File: config.mk
export PLATFORM = sky130hd
export DESIGN_NAME = fp_calc_sequencer
export DESIGN_NICKNAME = d
export VERILOG_FILES = /design/src/rtl/fp_calc_sequencer.sv
export SDC_FILE = /design/constraint.sdc
export NUM_CORES = 1
export LEC_CHECK = 0
export CELL_PAD_IN_SITES_DETAIL_PLACEMENT = 0
export CELL_PAD_IN_SITES_GLOBAL_PLACEMENT = 1
export CORE_MARGIN = 2
export CORE_UTILIZATION = 29
export DETAILED_ROUTE_END_ITERATION = 10
export PLACE_DENSITY_LB_ADDON = 0.1
export SETUP_SLACK_MARGIN = 0.05
export SYNTH_ARGS = -nofsm -noshare
export SYNTH_HDL_FRONTEND = slang
export SYNTH_SLANG_ARGS = --single-unit
File: constraint.sdc
create_clock -name clk -period 2.6 [get_ports clk]
set_clock_uncertainty 0.1 [all_clocks]
set_input_delay 0.26 -clock clk [delete_from_list [all_inputs] [get_ports clk]]
set_output_delay 0.26 -clock clk [all_outputs]
set_load 0.02 [all_outputs]
File: src/rtl/fp_calc_sequencer.sv
// fp_calc_sequencer
// Accepts one floating-point request at a time, launches it on a shared FP
// unit and returns the unit's answer. Illegal opcodes complete at once with
// an error code. A watchdog aborts requests the unit never answers.
//
// Optional feature macro: FP_SEQ_NAN_BYPASS_EN
//   When defined, a request with a NaN operand completes at once with the
//   error code and is never sent to the unit (in2 is not checked for sq).
//   When undefined, NaN operands are sent to the unit like any other value.
module fp_calc_sequencer #(
    parameter int TIMEOUT_CYC = 255
) (
    input  logic        clk,
    input  logic        rst,
    input  logic        start,
    input  logic [2:0]  op,
    input  logic [31:0] in1,
    input  logic [31:0] in2,
    output logic        unit_start,
    output logic [2:0]  unit_op,
    output logic [31:0] unit_a,
    output logic [31:0] unit_b,
    input  logic        unit_done,
    input  logic [31:0] unit_result,
    output logic        busy,
    output logic        done,
    output logic [31:0] result,
    output logic        err,
    output logic        timeout
);

    typedef enum logic [1:0] {
        s_idle,
        s_issue,
        s_wait,
        s_done
    } state_t;

    localparam logic [2:0]  op_add   = 3'b000;
    localparam logic [2:0]  op_mult  = 3'b001;
    localparam logic [2:0]  op_div   = 3'b010;
    localparam logic [2:0]  op_nroot = 3'b011;
    localparam logic [2:0]  op_sq    = 3'b100;

    // Value returned whenever the unit did not produce the answer.
    localparam logic [31:0] err_result = 32'h7FFF_FFFF;

    // Watchdog terminal count; the counter is 8 bits wide, matching the
    // legal 1..255 range of TIMEOUT_CYC.
    localparam logic [7:0]  timeout_term = 8'(TIMEOUT_CYC);

    state_t      state;
    logic [7:0]  wait_cnt;
    logic [7:0]  wait_cnt_inc;
    logic        op_legal;
    logic        nan_bypass;

    // Only the five defined opcodes are sent to the unit.
    always_comb begin
        op_legal = 1'b0;
        case (op)
            op_add, op_mult, op_div, op_nroot, op_sq: op_legal = 1'b1;
            default:                                  op_legal = 1'b0;
        endcase
    end

`ifdef FP_SEQ_NAN_BYPASS_EN
    // A NaN has an all-ones exponent and a non-zero fraction.
    function automatic logic is_nan(input logic [31:0] v);
        return (v[30:23] == 8'hFF) && (v[22:0] != 23'd0);
    endfunction

    // Short-circuit NaN requests; sq has no second operand to inspect.
    always_comb begin
        nan_bypass = 1'b0;
        if (is_nan(in1))
            nan_bypass = 1'b1;
        else if ((op != op_sq) && is_nan(in2))
            nan_bypass = 1'b1;
    end
`else
    // NaN operands take the normal path to the unit.
    always_comb begin
        nan_bypass = 1'b0;
    end
`endif

    // The watchdog terminal test looks at the value the counter is about to
    // take, so exactly TIMEOUT_CYC WAIT cycles elapse before the abort.
    always_comb begin
        wait_cnt_inc = wait_cnt + 8'd1;
    end

    // Sequencer FSM with all outputs registered; pulses default low each cycle.
    always_ff @(posedge clk) begin
        if (rst) begin
            state      <= s_idle;
            wait_cnt   <= 8'd0;
            unit_start <= 1'b0;
            unit_op    <= 3'd0;
            unit_a     <= 32'd0;
            unit_b     <= 32'd0;
            busy       <= 1'b0;
            done       <= 1'b0;
            result     <= 32'd0;
            err        <= 1'b0;
            timeout    <= 1'b0;
        end else begin
            unit_start <= 1'b0;
            done       <= 1'b0;

            case (state)
                s_idle: begin
                    if (start) begin
                        unit_op <= op;
                        unit_a  <= in1;
                        unit_b  <= in2;
                        err     <= 1'b0;
                        timeout <= 1'b0;
                        busy    <= 1'b1;
                        if (!op_legal) begin
                            state  <= s_done;
                            done   <= 1'b1;
                            result <= err_result;
                            err    <= 1'b1;
                        end else if (nan_bypass) begin
                            state  <= s_done;
                            done   <= 1'b1;
                            result <= err_result;
                        end else begin
                            state      <= s_issue;
                            unit_start <= 1'b1;
                        end
                    end
                end

                s_issue: begin
                    wait_cnt <= 8'd0;
                    state    <= s_wait;
                end

                s_wait: begin
                    if (unit_done) begin
                        result <= unit_result;
                        done   <= 1'b1;
                        state  <= s_done;
                    end else if (wait_cnt_inc == timeout_term) begin
                        wait_cnt <= wait_cnt_inc;
                        result   <= err_result;
                        timeout  <= 1'b1;
                        done     <= 1'b1;
                        state    <= s_done;
                    end else begin
                        wait_cnt <= wait_cnt_inc;
                    end
                end

                s_done: begin
                    busy  <= 1'b0;
                    state <= s_idle;
                end

                default: begin
                    busy  <= 1'b0;
                    state <= s_idle;
                end
            endcase
        end
    end

endmodule

Word level (Yosys, flattened, before mapping)
Cells that the tools add are included.
- logic and storage cells: 65
- output and inout port bits: 104
- memories kept: 0
- input bits: 103
- bits in latches: 0
- memory bits (writable): 0
- bits in read-only memories: 0
- bits in registers: 114
- bitwise operators: 2
- eq/ne operators: 13
- $mul: 0
- $add $sub $neg: 1
- mux-type cells: 25
- reductions and logical operators: 13
- magnitude comparators: 0
- shift operators: 0
- divide/modulo/power cells: 0
- operators by type and width (cell ; count):
    $mux W32 ; 4
    $pmux W32 S2 ; 1
    $pmux W8 S2 ; 1
    $mux W1 ; 10
    $add A8 B1 Y8 const B ; 1
    $eq A8 B8 Y1 const B ; 1
    $mux W2 ; 4
    $mux W8 ; 1
    $ne A2 B2 Y1 const B ; 4
    $pmux W2 S4 ; 1
    $reduce_and A2 Y1 ; 4
    $reduce_and A4 Y1 ; 2
    $eq A3 B2 Y1 const B ; 2
    $pmux W1 S2 ; 3
    $reduce_bool A2 Y1 ; 3
    $reduce_or A5 Y1 ; 1
    $eq A2 B2 Y1 const B ; 2
    $eq A3 B1 Y1 const B ; 1
    $eq A3 B3 Y1 const B ; 1
    $logic_not A3 Y1 ; 1
    $ne A3 B3 Y1 const B ; 1
    $reduce_or A3 Y1 ; 1
    $eq A2 B1 Y1 const B ; 1
    $logic_not A2 Y1 ; 1
    $not A1 Y1 ; 2

Longest topological paths before layout
Gate-level depths: netlist of the first run.
- word-level depth: 6
- mapped depth: 9
- mapped depth without buffers: 7

Worst setup path after synthesis of the first run
No wires, ideal clock.
- path kind: register to register
- from: register wait_cnt[0]
- to: register result[22]
- required time: 2.381 ns
- buffers on the path: 2
- setup slack: 0.526 ns
- stages on the path, launching flop included: 9
- library setup time: 0.119 ns
- data arrival time: 1.855 ns
- clock period less this slack: 2.074 ns
- cell sequence: dfxtp_1 ha_1 and2_1 nor4_1 nor4_2 and3b_1 buf_6 buf_6 o221a_1
- cells in the longest elaborated chain, start to end: 4
- RTL lines (what ; line ; RTL):
    start, declared ; 53 ; logic [7:0] wait_cnt;
    start signal, assigned ; 148 ; wait_cnt <= wait_cnt_inc;
    start signal, assigned ; 154 ; wait_cnt <= wait_cnt_inc;
    $add A8 B1 Y8 ; 91 ; wait_cnt_inc = wait_cnt + 8'd1;
    $eq A8 B8 Y1 ; 147 ; end else if (wait_cnt_inc == timeout_term) begin
    $ne A3 B3 Y1 (no line) ; - ;
    $reduce_and A4 Y1 (no line) ; - ;
    end signal, assigned ; 124 ; result <= err_result;
    end signal, assigned ; 144 ; result <= unit_result;
    end signal, assigned ; 149 ; result <= err_result;
    end, declared ; 27 ; output logic [31:0] result,
Every way passes these cells.
A chain may end at the register's enable or synchronous reset.

Final worst setup path of the first run
- from: register wait_cnt[0]
- to: register result[1]
The elaborated chain is that of the path after synthesis.

==> results of run 1 <==
## area by class of cell
| cell class | count | area share [%] |
|---|---|---|
| sequential | 114 | 32.3 |
| timing repair buffer | 216 | 30.3 |
| multi-input combinational | 328 | 25.2 |
| clock buffer | 19 | 6.40 |
| tap | 184 | 3.26 |
| clock inverter | 13 | 2.26 |
| inverter | 5 | 0.265 |
## logic make-up after synthesis
kind of cell / Yosys count / synth area share, %
and+or+nand+nor: 194 / 19.6
AOI/OAI and AO/OA: 125 / 19.9
DFF: 114 / 53.7
buffers and inverters: 42 / 4.42
adders and majority gates: 6 / 1.77
xor gates and xnor gates: 2 / 0.412
muxes: 1 / 0.236
## flip-flops by register name (all words and copies together), names as in the netlist
signal      cells
unit_start      1
timeout         1
busy            1
wait_cnt        8
state           2
unit_a         32
done            1
unit_op         3
err             1
unit_b         32
result         32
## cells in the mapped netlist (all sizes together)
library cell  number
buf                7
o21a               2
a21boi             1
inv                4
a31oi              1
xor2               2
o221ai             1
nand4              2
clkbuf            30
o41ai              1
a21oi             78
and2               5
ha                 6
nor2b              3
clkinv             1
o21ai              8
or2                1
nand2b             5
nor3               5
a41oi              1
nand2            151
nor3b              3
nand3              3
nor4               3
mux2i              1
o221a             32
dfxtp            114
and3b              2
nor2              11
## critical path, stage by stage, from the launching register on
cell,delay [ns]
dfxtp_1,0.43
ha_1,0.27
and2_1,0.19
nor4_1,0.08
nor4_2,0.35
and3b_1,0.25
buf_12,0.17
o221a_2,0.27
## stage by stage
step                utilization [%]  area (um^2)  power, mW  hold WS [ns]
detailed placement             44.8         6460       4.76         0.346
finish                         49.0         7070       7.08         0.234
CTS                            49.0         7070       7.19         0.227
floorplan                         -         4250       3.66         0.296
global placement               44.8         6460       4.72         0.342
global route                   49.0         7070       7.46         0.272
## power by group
part	internal, mW	switching, mW	total, mW
logic	1.11	1.26	2.37
registers	2.13	0.200	2.33
clock network	1.55	0.829	2.38
## layer usage
layer / GRT usage (%) / routed length, um / vias up
li1: - / - / 2051
met1: 18.7 / 5310 / 1918
met2: 27.9 / 6450 / 111
met3: 7.74 / 1120 / 4
met4: 4.51 / 51 / 0
met5: 0 / 0 / -
## worst min-delay path by stage
stage / startpoint / to / cells after the start
6_report: rst / wait_cnt[0] / 2
2_1_floorplan: in1[0] / unit_a[0] / 2
3_3_place_gp: unit_a[8] / unit_a[8] / 2
4_1_cts: rst / unit_start / 2
5_1_grt: rst / wait_cnt[0] / 2
3_5_place_dp: unit_a[24] / unit_a[24] / 2
==> impl_metrics.tcl, run 1 <==
set metrics [dict create \
    yosys-top-cells-area "dfxtp_1 54%, nand2_1 13%, a21oi_1 9.2%" \
    drv_cap 0 \
    final_common_cell "clkdlybuf4s50_1" \
    fp-row-count 44 \
    worstPathArrival_ns 2.43 \
    relSlewSlack_pct 48.8 \
    period_minus_slack_ns 2.23 \
    p_leak_nw 2.56 \
    post-synth-top-area-fraction_pct 53.7 \
    hold_viol 0 \
    setup_viol 0 \
    yosysSeqAreaShare_pct 53.7 \
    synth-seq-cells 114 \
    pin_count 207 \
    fmax_ghz 0.447 \
    wirelength_mm 12.9 \
    fin_nets 791 \
    rr_worst_depth 7 \
    place_inst 847 \
    dieHeight_um 125 \
    pre_cts_slack_ns 0.387 \
    path_clk_slew_ns 0.05 \
    path_class "flip-flop to flip-flop" \
    ant_nets 0 \
    cts_htree_levels 4 \
    synthCells 484 \
    multi_input_area_um2 1780 \
    core_area_um2 14400 \
    drc 0 \
    root_buffer "clkbuf_16" \
    r2r_slack_ns 0.37 \
    layout-drive-gt1-share_pct 7.48 \
    finalWorstSetupSlack_ns 0.365 \
    synth.distinct_cells 34 \
    post_cts_buffers 0 \
    hold_buffers 0 \
    r2r_end "result[1]" \
    ys_warn_count 0 \
    fillers 1400 \
    grt_pass1_vias 4067 \
    cp-startpoint "wait_cnt[0]" \
    die_x_um 125 \
    clock-sinks 114 \
    mostFrequentLayoutCells "205 x clkdlybuf4s50_1, 150 x nand2_1, 114 x dfxtp_1, 78 x a21oi_1, 29 x o221a_1" \
    start_util_pct 29.5 \
    diodes 0 \
    worst_pin_slew_ns 0.768 \
    area.growth.synth_to_final_pct 66.4 \
    dp_hpwl_mm 8.67 \
    final_cells 879 \
    critPathRequiredTime_ns 2.79 \
    avgViaCountPerCell 4.65 \
    wl_per_cell_um 14.7 \
    cts_inserted_buffers 17 \
    finalCritPeriodShare_pct 86.0 \
    cts_tree "yes" \
    io_buffers 206 \
    place.gp.congestion 0.800 \
    die_area_um2 15600 \
    clk_latency_ns 0.40 \
    grt_pass1_wl_mm 20.8 \
    num_vias 4084 \
    hold_path.class "input pin to flip-flop" \
    cts.repair.resized 0 \
    syn_area_um2 4250 \
    r2r-start "wait_cnt[0]" \
    gr-usage-all-layers_pct 16.5 \
    power_density_nw_per_um2 1000 \
    drtIter0Drc 151 \
    vdd_drop_max_mv 0.515 \
    setup-tns-final_ns 0 \
    synth_area_leader_cell "dfxtp_1" \
    grt_max_degree 72 \
    synth_fp_nets 593 \
    start_kind "flip-flop" \
    cts_buffer_depth 2 \
    endpoint_kind "flip-flop" \
    outcome "complete, no violations" \
    drt_first_pass_iters 4 \
    rsz0062_at_grt "false" \
    cp_max_fo 32 \
    crit_path_end "result[1]" \
    gr-total-overflow 0 \
    regArea_um2 2280 \
    antenna_found_initial 0 \
    avgSynthCellArea_um2 8.78 \
    report.final.slew_viol_count 0 \
]
(Power assumes the default switching activity.)
==> run 2: changes to the inputs <==
--- a/config.mk
+++ b/config.mk
@@ -12,6 +12,7 @@
 export DETAILED_ROUTE_END_ITERATION = 10
 export PLACE_DENSITY_LB_ADDON = 0.1
 export SETUP_SLACK_MARGIN = 0.05
+export SLEW_MARGIN = 10
 export SYNTH_ARGS = -nofsm -noshare
 export SYNTH_HDL_FRONTEND = slang
 export SYNTH_SLANG_ARGS = --single-unit
==> results of run 2 <==
Same layout as run 1: the final DEF is identical, and so are final timing and power.
==> run 3: changes to the inputs <==
--- a/config.mk
+++ b/config.mk
@@ -5,11 +5,13 @@
 export SDC_FILE = /design/constraint.sdc
 export NUM_CORES = 1
 export LEC_CHECK = 0
+export ABC_AREA = 1
 export CELL_PAD_IN_SITES_DETAIL_PLACEMENT = 0
 export CELL_PAD_IN_SITES_GLOBAL_PLACEMENT = 1
 export CORE_MARGIN = 2
-export CORE_UTILIZATION = 29
+export CORE_UTILIZATION = 26
 export DETAILED_ROUTE_END_ITERATION = 10
+export GPL_TIMING_DRIVEN = 0
 export PLACE_DENSITY_LB_ADDON = 0.1
 export SETUP_SLACK_MARGIN = 0.05
 export SLEW_MARGIN = 10
==> constraint.sdc (replaced) <==
create_clock -name clk -period 1.9 [get_ports clk]
set_clock_uncertainty 0.1 [all_clocks]
set_input_delay 0.19 -clock clk [delete_from_list [all_inputs] [get_ports clk]]
set_output_delay 0.19 -clock clk [all_outputs]
set_load 0.02 [all_outputs]
==> run 3 against run 2 <==
  * The flow now finishes with violations (setup timing)
  * Clock-buffer cell count up 3
  * Sequential power up 57%
  * Utilization down 3.4 points
  * Non-clock buffer count up 46
  * Power up 93%
==> impl_metrics.tcl, run 3 <==
set metrics [dict create \
    hold_buffers 0 \
    die_area_um2 19500 \
    rr_worst_depth 13 \
    final_common_cell "clkdlybuf4s50_1" \
    wl_per_cell_um 14.0 \
    worstPathArrival_ns 2.19 \
    synth.distinct_cells 22 \
    io_buffers 206 \
    setup_viol 30 \
    yosysSeqAreaShare_pct 47.7 \
    synth-seq-cells 114 \
    grt_pass1_vias 5088 \
    synthArstFlopShare_pct 0 \
    outcome "finished with violations" \
    synth_fp_nets 796 \
    area.growth.synth_to_final_pct 71.8 \
    power_density_nw_per_um2 1660 \
    mostFrequentLayoutCells "206 x clkdlybuf4s50_1, 196 x nor2_1, 108 x dfxtp_1, 64 x nand2_1, 60 x o21ai_0" \
    core_area_um2 18000 \
    cts_inserted_buffers 17 \
    start_util_pct 26.6 \
    syn_area_um2 4790 \
    hold_viol 0 \
    avgSynthCellArea_um2 6.97 \
    vdd_drop_max_mv 0.851 \
    fin_nets 1036 \
    diodes 0 \
    grt_max_degree 17 \
    drt_first_pass_iters 4 \
    yosys-top-cells-area "dfxtp_1 48%, nor2_1 16%, nand2_1 7.5%" \
    post-synth-top-count-cell "nor2_1" \
    num_vias 5110 \
    wirelength_mm 16.3 \
    whs_ns 0.296 \
    drc 0 \
    cpPeakStageDelay_ns 0.36 \
    gr-total-overflow 0 \
    synth_area_leader_cell "dfxtp_1" \
    clock-sinks 114 \
    path_cells "ha_4, nand2_4, inv_2, nor2_4, nand3_2, nor2_4, nand3_2, nand3_4, nand3_4, buf_8, nand2_2, inv_1, nor2_1" \
    finalCritPeriodShare_pct 103 \
    cts_tree "yes" \
    synthCells 687 \
    post-synth-top-area-fraction_pct 47.7 \
    holdPathStages 3 \
    synth_edf_count 0 \
    path_clk_slew_ns 0.05 \
    hold_path.class "input pin to flip-flop" \
    pin_count 207 \
    gr-usage-all-layers_pct 16.2 \
    clk_latency_ns 0.41 \
    rsz0062_at_grt "true" \
    start_kind "flip-flop" \
    drtIter0Drc 210 \
    ant_nets 0 \
    avgViaCountPerCell 4.38 \
    p_leak_nw 3.45 \
    power.total_mw 13.7 \
    drv_cap 0 \
    place.gp.congestion 0.744 \
    report.final.slew_viol_count 0 \
    critPathRequiredTime_ns 2.13 \
    r2r_end "result[28]" \
    violations "setup timing" \
    cts_buffer_depth 2 \
    path_class "flip-flop to flip-flop" \
    finalWorstSetupSlack_ns -0.0607 \
    fmax_ghz 0.510 \
    r2r_slack_ns -0.06 \
    place_inst 1122 \
    layout-drive-gt1-share_pct 16.9 \
    ys_warn_count 0 \
    relSlewSlack_pct 63.1 \
    worst_pin_slew_ns 0.553 \
    cpMaxStageDelayCell "dfxtp_4" \
    antenna_found_initial 0 \
    root_buffer "clkbuf_16" \
    largest_registers "result x32, unit_a x32, unit_b x32" \
    synthFlopType "dfxtp_1" \
    hp-start "in1[8]" \
    dieHeight_um 140 \
    cp_max_fo 8 \
    endpoint_kind "flip-flop" \
    dp_hpwl_mm 11.6 \
    die_x_um 140 \
    cts_htree_levels 4 \
    fp-row-count 49 \
    grt_pass1_wl_mm 25.2 \
    final_cells 1168 \
    period_minus_slack_ns 1.96 \
    r2r-start "wait_cnt[1]" \
    synth_commonest_cells "209 x nor2_1, 114 x dfxtp_1, 96 x nand2_1" \
    hold_end "unit_a[8]" \
]
run 3: worst max-delay path by stage:
stage / start / end / slack, ns / cells after the start
2_1_floorplan: wait_cnt[1] / result[22] / 0.11 / 12
3_3_place_gp: op[0] / result[20] / -0.31 / 7
3_5_place_dp: state[0] / result[18] / -0.38 / 8
4_1_cts: wait_cnt[1] / result[28] / -0.07 / 13
5_1_grt: wait_cnt[1] / result[3] / -0.18 / 13
6_report: wait_cnt[1] / result[28] / -0.06 / 13
run 3: cells by family after synthesis:
kind of cell	count (synthesis)	share of synthesized area, %
AO/OA/AOI/OAI	92	10.0
adder cells (fa/ha/maj)	6	1.57
buffers and inverters	121	10.0
flip-flops	114	47.7
AND/OR/NAND/NOR	354	30.7
run 3: repair_timing:
item                                    in CTS  in global routing
gates resized for setup                     52                 78
pin swaps                                   27                 26
gates cloned                                 2                  1
endpoints found under the setup margin      76                112
endpoints found under the hold margin        0                  0
setup buffers                               11                  2
run 3: cell type report:
class | instances | area [um^2]
buffer | 40 | 226
clock buffer | 22 | 484
clock inverter | 9 | 176
fill | 1826 | 9800
inverter | 80 | 303
multi-input combinational | 452 | 2230
sequential | 114 | 2300
tap | 229 | 287
timing repair buffer | 222 | 2220
run 3: stage by stage:
step | utilization (%) | setup WS (ns) | instance area [um^2] | setup TNS, ns
floorplan | - | 0.111 | 4790 | 0
global placement | 39.6 | -0.307 | 7140 | -18.48
detailed placement | 39.6 | -0.377 | 7140 | -22.98
CTS | 44.5 | -0.0673 | 8020 | -0.494
global route | 45.6 | -0.180 | 8230 | -5.88
finish | 45.6 | -0.0607 | 8230 | -0.967
run 3: critical path, delay by kind of cell (launching register included):
kind	cells	cell delay, ns
buffers and inverters	3	0.29
flip-flops	1	0.36
AND/OR/NAND/NOR	9	0.95
adder cells (fa/ha/maj)	1	0.18
run 3: per-layer routing:
layer,track usage [%],share of wire [%],vias to the layer above
li1,-,-,2625
met1,17.3,40,2311
met2,28.3,49,164
met3,8.57,10,10
met4,3.68,0.80,0
met5,0,0,-
run 3: report_power, final:
part	internal, mW	switching (mW)
clock network	2.46	1.13
registers	3.23	0.435
logic	2.82	3.63
total	8.50	5.19
